[config.mk]
export PLATFORM = sky130hd
export DESIGN_NAME = ifu
export DESIGN_NICKNAME = d
export VERILOG_FILES = /design/src/rtl/ifu_pkg.sv /design/src/rtl/ifu.sv
export SDC_FILE = /design/constraint.sdc
export NUM_CORES = 1
export LEC_CHECK = 0
export ABC_AREA = 0
export BUFFER_PORTS_ARGS = -buffer_cell sky130_fd_sc_hd__buf_4
export CAP_MARGIN = 25
export CORE_MARGIN = 5
export CORE_UTILIZATION = 50
export CTS_CLUSTER_SIZE = 40
export DETAILED_ROUTE_END_ITERATION = 16
export GPL_ROUTABILITY_DRIVEN = 0
export PLACE_DENSITY = 0.77
export SYNTH_ARGS = -nofsm -noshare
export SYNTH_HDL_FRONTEND = slang
export SYNTH_SLANG_ARGS = --single-unit
[constraint.sdc]
create_clock -name clk -period 3.1 [get_ports clk]
set_input_delay 0.62 -clock clk [delete_from_list [all_inputs] [get_ports clk]]
set_output_delay 0.62 -clock clk [all_outputs]
set_load 0.02 [all_outputs]
[src/rtl/ifu_pkg.sv]
// Shared core definitions for the instruction fetch unit: widths, reset PC,
// canonical NOP encoding and the fetch state encoding.
package ifu_pkg;

    localparam int XLEN = 64;
    localparam logic [XLEN-1:0] RESET_PC = 64'h0000_0000_8000_0000;
    localparam logic [31:0] INST_NOP = 32'h0000_0013;

    typedef enum logic [1:0] {
        REQ  = 2'd0,
        WAIT = 2'd1,
        OUT  = 2'd2
    } fetch_state_e;

endpackage

[src/rtl/ifu.sv]
// Instruction fetch unit: one outstanding 32-bit fetch at a time, delivered
// to decode over valid/ready, with PC redirects that squash stale fetches.
module ifu
    import ifu_pkg::*;
#(
    parameter int XLEN = ifu_pkg::XLEN,
    parameter logic [XLEN-1:0] RESET_PC = ifu_pkg::RESET_PC
) (
    input  logic            clk,
    input  logic            rst,
    output logic            imem_req_valid,
    input  logic            imem_req_ready,
    output logic [XLEN-1:0] imem_req_addr,
    input  logic            imem_rsp_valid,
    input  logic [31:0]     imem_rsp_data,
    output logic            inst_valid,
    input  logic            inst_ready,
    output logic [31:0]     inst,
    output logic [XLEN-1:0] inst_pc,
    input  logic            redirect_valid,
    input  logic [XLEN-1:0] redirect_pc
);

    localparam logic [XLEN-1:0] PC_STEP = XLEN'(3'd4);

    fetch_state_e    state_r, state_nxt_s;
    logic [XLEN-1:0] pc_r, pc_nxt_s;
    logic [XLEN-1:0] inst_pc_r, inst_pc_nxt_s;
    logic [XLEN-1:0] redirect_pc_al_s;
    logic [31:0]     inst_r, inst_nxt_s;
    logic            drop_r, drop_nxt_s;
    logic            inst_valid_r, inst_valid_nxt_s;
    logic            req_fire_s, inst_fire_s;
    logic            unused_redirect_lsb_s;

    assign redirect_pc_al_s      = {redirect_pc[XLEN-1:2], 2'b00};
    assign unused_redirect_lsb_s = ^redirect_pc[1:0];
    assign req_fire_s            = imem_req_valid & imem_req_ready;
    assign inst_fire_s           = inst_valid_r & inst_ready;

    assign inst_valid = inst_valid_r;
    assign inst       = inst_r;
    assign inst_pc    = inst_pc_r;

    // State register: all architectural fetch state
    always_ff @(posedge clk) begin
        if (rst) begin
            state_r      <= REQ;
            pc_r         <= RESET_PC;
            drop_r       <= 1'b0;
            inst_valid_r <= 1'b0;
            inst_r       <= 32'h0000_0000;
            inst_pc_r    <= {XLEN{1'b0}};
        end else begin
            state_r      <= state_nxt_s;
            pc_r         <= pc_nxt_s;
            drop_r       <= drop_nxt_s;
            inst_valid_r <= inst_valid_nxt_s;
            inst_r       <= inst_nxt_s;
            inst_pc_r    <= inst_pc_nxt_s;
        end
    end

    // Next-state logic; a redirect overrides any other PC update
    always_comb begin
        state_nxt_s      = state_r;
        drop_nxt_s       = drop_r;
        inst_valid_nxt_s = inst_valid_r;
        inst_nxt_s       = inst_r;
        inst_pc_nxt_s    = inst_pc_r;
        case (state_r)
            REQ: begin
                if (req_fire_s) begin
                    state_nxt_s = WAIT;
                    drop_nxt_s  = redirect_valid;
                end else begin
                    state_nxt_s = REQ;
                end
            end
            WAIT: begin
                if (imem_rsp_valid) begin
                    if (drop_r || redirect_valid) begin
                        state_nxt_s = REQ;
                        drop_nxt_s  = 1'b0;
                    end else begin
                        state_nxt_s      = OUT;
                        inst_nxt_s       = imem_rsp_data;
                        inst_pc_nxt_s    = pc_r;
                        inst_valid_nxt_s = 1'b1;
                    end
                end else if (redirect_valid) begin
                    drop_nxt_s = 1'b1;
                end else begin
                    state_nxt_s = WAIT;
                end
            end
            OUT: begin
                if (redirect_valid || inst_fire_s) begin
                    state_nxt_s      = REQ;
                    inst_valid_nxt_s = 1'b0;
                end else begin
                    state_nxt_s = OUT;
                end
            end
            default: begin
                state_nxt_s      = REQ;
                drop_nxt_s       = 1'b0;
                inst_valid_nxt_s = 1'b0;
            end
        endcase

        if (redirect_valid) begin
            pc_nxt_s = redirect_pc_al_s;
        end else if ((state_r == OUT) && inst_fire_s) begin
            pc_nxt_s = pc_r + PC_STEP;
        end else begin
            pc_nxt_s = pc_r;
        end
    end

    // Request outputs; suppressed while reset is held
    always_comb begin
        imem_req_addr = pc_r;
        if (!rst && (state_r == REQ)) begin
            imem_req_valid = 1'b1;
        end else begin
            imem_req_valid = 1'b0;
        end
    end

endmodule

Word level (Yosys, flattened, before mapping)
Index checks and enable logic that the tools add are counted.
{"block": "classes", "mux": 18, "bitwise_logic": 5, "add_sub_neg": 1, "n_reduce_logical": 11, "n_shift": 0, "n_mul": 0, "magnitude_cmp": 0, "n_div": 0, "n_eq_ne": 9}
{"cell": "2-to-1 mux 64 bit", "count": 2}
{"cell": "adder 64 x 3 -> 64 bit (second input constant)", "count": 1}
{"cell": "2-to-1 mux 1 bit", "count": 9}
{"cell": "!= test 3 bit (second input constant)", "count": 3}
{"cell": "2-to-1 mux 2 bit", "count": 4}
{"cell": "!= test 2 bit (second input constant)", "count": 4}
{"cell": "AND reduction 4 bit", "count": 2}
{"cell": "case mux 1 bit (3 select lines)", "count": 2}
{"cell": "case mux 2 bit (3 select lines)", "count": 1}
{"cell": "inverter 1 bit", "count": 3}
{"cell": "AND reduction 3 bit", "count": 1}
{"cell": "AND 1 bit", "count": 2}
{"cell": "== test 2 x 1 -> 1 bit (second input constant)", "count": 1}
{"cell": "== test 2 bit (second input constant)", "count": 1}
{"cell": "logical AND 1 bit", "count": 2}
{"cell": "zero test 2 bit", "count": 1}
{"cell": "logical OR 1 bit", "count": 2}
{"cell": "nonzero test 2 bit", "count": 1}
{"cell": "OR reduction 2 bit", "count": 1}
{"cell": "zero test 1 bit", "count": 1}
{"block": "word_totals", "ff_bits": 164, "ram_bits": 0, "inputBits": 102, "n_memories": 0, "latch_bits": 0, "rom_bits": 0}

Longest topological paths before layout
{"block": "depth", "ltp_word": 6, "depth_mapped": 9, "mapped_depth_nobuf": 6}

Worst setup path after synthesis
No wires, ideal clock.
{"block": "synth_path", "path_type": "register to register", "start": "register pc_r[31], in the netlist imem_req_addr[31]", "end": "register pc_r[61], in the netlist imem_req_addr[61]", "setup_ns": 0.074, "t_arrival_ns": 2.260, "path_stages_with_launch": 7, "slack_ns": 0.766, "cell_sequence": "dfxtp_1 > clkbuf_1 > nand3_1 > or4_1 > or3_1 > or4_1 > a31oi_1"}
{"block": "synth_between", "elab_chain_cells": 3}
{"element": "start: declaration", "line_no": "ifu.sv:27", "rtl": "logic [XLEN-1:0] pc_r, pc_nxt_s;"}
{"element": "start signal: assignment", "line_no": "ifu.sv:56", "rtl": "pc_r <= pc_nxt_s;"}
{"element": "adder 64 x 3 -> 64 bit", "line_no": "ifu.sv:115", "rtl": "pc_nxt_s = pc_r + PC_STEP;"}
{"element": "2-to-1 mux 64 bit", "line_no": "ifu.sv:114", "rtl": "end else if ((state_r == OUT) && inst_fire_s) begin"}
{"element": "2-to-1 mux 64 bit", "line_no": "ifu.sv:112", "rtl": "if (redirect_valid) begin"}
Every way passes these cells. The select of a mux whose other input is x is not followed.
A chain may end at the register's enable or synchronous reset.

Final worst setup path
{"block": "layout_path", "start": "register pc_r[18], in the netlist imem_req_addr[18]", "end": "register pc_r[53], in the netlist imem_req_addr[53]"}
The elaborated chain is that of the path after synthesis.

==> impl_metrics.ini <==
[status]
outcome = finished, final reports clean

[timing]
setup_violations = 0
worst_pin_slew_ps = 862
fmax_mhz = 400
rsz0062_at_grt = no
hold_viol_final = 0
fin_tns_setup_ps = 0
maxSlewHeadroom_pct = 42.6
fin_crit_ps = 2500
clock_skew_ps = 8.83
period_share_pct = 80.7
slew_violations = 0

[clocking]
ctsResizeCount = 0
cts_num_sinks = 160
worstSkewPairLatency_ps = 420
cts_hold_buffers = 0
h-tree-depth = 4
cts_buffer_depth = 2
root_buffer = clkbuf_16
post_cts_buffers = 0
cts_made_buffers = 17
cts_tree = done
path_clk_slew_ps = 60

[global_route]
grt_max_degree = 81
grt_overflow = 0
grt_pass1_wl_um = 37400
antenna_found_initial = 0
grt_pass1_vias = 7245
track_usage_pct = 27.3

[layout]
multiInputGateArea_um2 = 3780
nFillCells = 1270
layout-drive-gt1-share_pct = 27.9
antenna_cells = 0
seq_area_um2 = 3200
synthToLayoutAreaGrowth_pct = 38.3
layout.nets = 1273

[yosys]
ys_types = 57
syn_area_per_cell_um2 = 7.78
synth_edf_count = 0
syn-cell-area_um2 = 7290
synth_area_leader_cell = dfxtp_1
netlist.area_leader.share_pct = 43.9
yosys-top-cells-area = dfxtp_1 44%, nand2_1 12%, a21oi_1 7.3%
ys.warnings.count = 0
synth-main-ff-cell = dfxtp_1
ys_ff_latch = 160
syn_inst = 937
postSynth.asyncResetShare_pct = 0
yosysSeqAreaShare_pct = 43.9

[detailed_routing]
routedWlPerCell_um = 17.4
dr_total_vias = 7741
drcViolationCount = 0
final_antenna_net_count = 0
wl_met3_um = 2120
wl_met1_um = 9850
dr.first_iter.drc_count = 606
first_pass_iters = 5
top_layer_used = met4
vias_per_cell = 5.66
wl_met2_um = 11300
routed_wl_um = 23800

[power_and_ir_drop]
leakagePower_nw = 3.93
p_total_w = 0.00527
switchingPower_w = 0.00130
worst_ir_drop_vdd_v = 0.000392
p_int_w = 0.00396
swShare_pct = 24.7
p_clk_share_pct = 46.0
combPwrFrac_pct = 11.1
power.density_nw_per_um2 = 522
seqPwrFrac_pct = 42.8

[placement]
dpl.hpwl_um = 17000
io_buffers = 257

[floorplan]
fp.coreArea_um2 = 14400
die_area_um2 = 17100
ios = 264
start_util_pct = 50.6
core.rowCount = 44
die_height_um = 131
die_w_um = 131

[critical_path]
cp_max_fo = 9
timing_worst_setup_path_type = reg2reg
required_ps = 3430
cp-start-kind = flop
worstPathArrival_ps = 2830
critical_path.endpoint_type = flop

[flow_run]
drv_cap = 0

[worst_hold_path]
hp-class = in2reg
[cell usage in the layout, fill, tap and decap left out, types with 6 or more instances in the layout]
| cell type | count |
|---|---|
| nand4_1 | 31 |
| o21ai_0 | 7 |
| and3_1 | 10 |
| bufinv_16 | 6 |
| a211oi_1 | 29 |
| or4_1 | 13 |
| nor2_1 | 62 |
| xnor2_1 | 23 |
| nor3_1 | 15 |
| clkbuf_16 | 17 |
| xor2_1 | 12 |
| a311oi_1 | 14 |
| or3_1 | 13 |
| nand2_1 | 230 |
| inv_1 | 14 |
| buf_4 | 279 |
| dfxtp_1 | 160 |
| nand3_1 | 29 |
| o31ai_1 | 9 |
| nor4_1 | 20 |
| a21oi_1 | 106 |
| and4_1 | 12 |
[logic make-up after synthesis]
logic type      share of synthesized area, %
simple gates                            30.5
compound gates                          16.2
flops                                   43.9
buf+inv                                 4.68
xor+xnor                                4.20
mux                                    0.274
fa+ha+maj                              0.171
other cells                           0.0514
[cells in the mapped netlist (2+ instances only)]
cell,instances
nand2_1,231
dfxtp_1,160
a21oi_1,106
nor2_1,62
clkbuf_1,54
nand4_1,31
a211oi_1,29
nand3_1,29
xnor2_1,23
nor4_1,21
nor3_1,15
a311oi_1,14
inv_1,14
or3_1,13
or4_1,13
and4_1,12
xor2_1,12
and3_1,10
o31ai_1,9
buf_1,8
o21ai_0,7
buf_4,5
a2111oi_0,4
a31oi_1,4
and2_1,4
nand2b_1,4
a221oi_1,3
nand3_2,3
or2_2,3
a22oi_1,2
buf_2,2
mux2i_1,2
nor4bb_1,2
o21bai_1,2
o31a_1,2
[metrics by stage]
| stage | instances | hold slack [ps] | setup slack (ps) | utilization [%] | instance area (µm²) |
|---|---|---|---|---|---|
| finish | 1367 | 438 | 599 | 69.9 | 10100 |
| global route | 1367 | 427 | 457 | 69.9 | 10100 |
| CTS | 1367 | 423 | 639 | 69.9 | 10100 |
| detailed placement | 1335 | 447 | 656 | 65.2 | 9400 |
| global placement | 1335 | 442 | 700 | 65.2 | 9400 |
| floorplan | 940 | 531 | 766 | - | 7310 |
[power groups by stage]
stage | logic, W | registers, W | clock network, W
final | 0.000586 | 0.00226 | 0.00242
after global placement | 0.000578 | 0.00229 | 0
after detailed placement | 0.000585 | 0.00230 | 0
after CTS | 0.000588 | 0.00225 | 0.00245
after floorplan | 0.000225 | 0.00235 | 0
after global routing | 0.000633 | 0.00227 | 0.00254
[layer usage]
layer  track usage (%)  vias to the layer above
li1                  -                     3781
met1              35.1                     3604
met2              44.5                      313
met3              7.32                       43
met4              9.38                        0
met5                 0                        -
[cell type report]
class                   count  share of cell area [%]
well taps                 184                    2.28
repair buffers            281                    21.2
clock inverters            12                    2.27
multi-input cells         695                    37.4
inverters                  15                   0.558
flip-flops and latches    160                    31.8
clock buffers              20                    4.53
[path summary, 6_finish.rpt]
| kind | from | to | slack, ps | depth (start not counted) |
|---|---|---|---|---|
| worst min-delay path | redirect_pc[3] | imem_req_addr[3] | 440 | 3 |
| worst max-delay path | imem_req_addr[18] | imem_req_addr[53] | 600 | 5 |
| worst min register to register | inst[0] | inst[0] | 450 | 2 |
| worst max register to register | imem_req_addr[18] | imem_req_addr[53] | 600 | 5 |
[state kept, by name (all words and copies together), names as in the netlist]
register and count:
drop_r 1, imem_req_addr 62, inst 32, inst_pc 62, inst_valid 1, state_r 2
[critical path: stages (launching register included)]
cell,delay (ps)
dfxtp_1,500
nand3_2,240
nor4_2,600
nand3_2,260
or4_1,540
a311oi_1,260
Power figures use the tool's default switching activity.
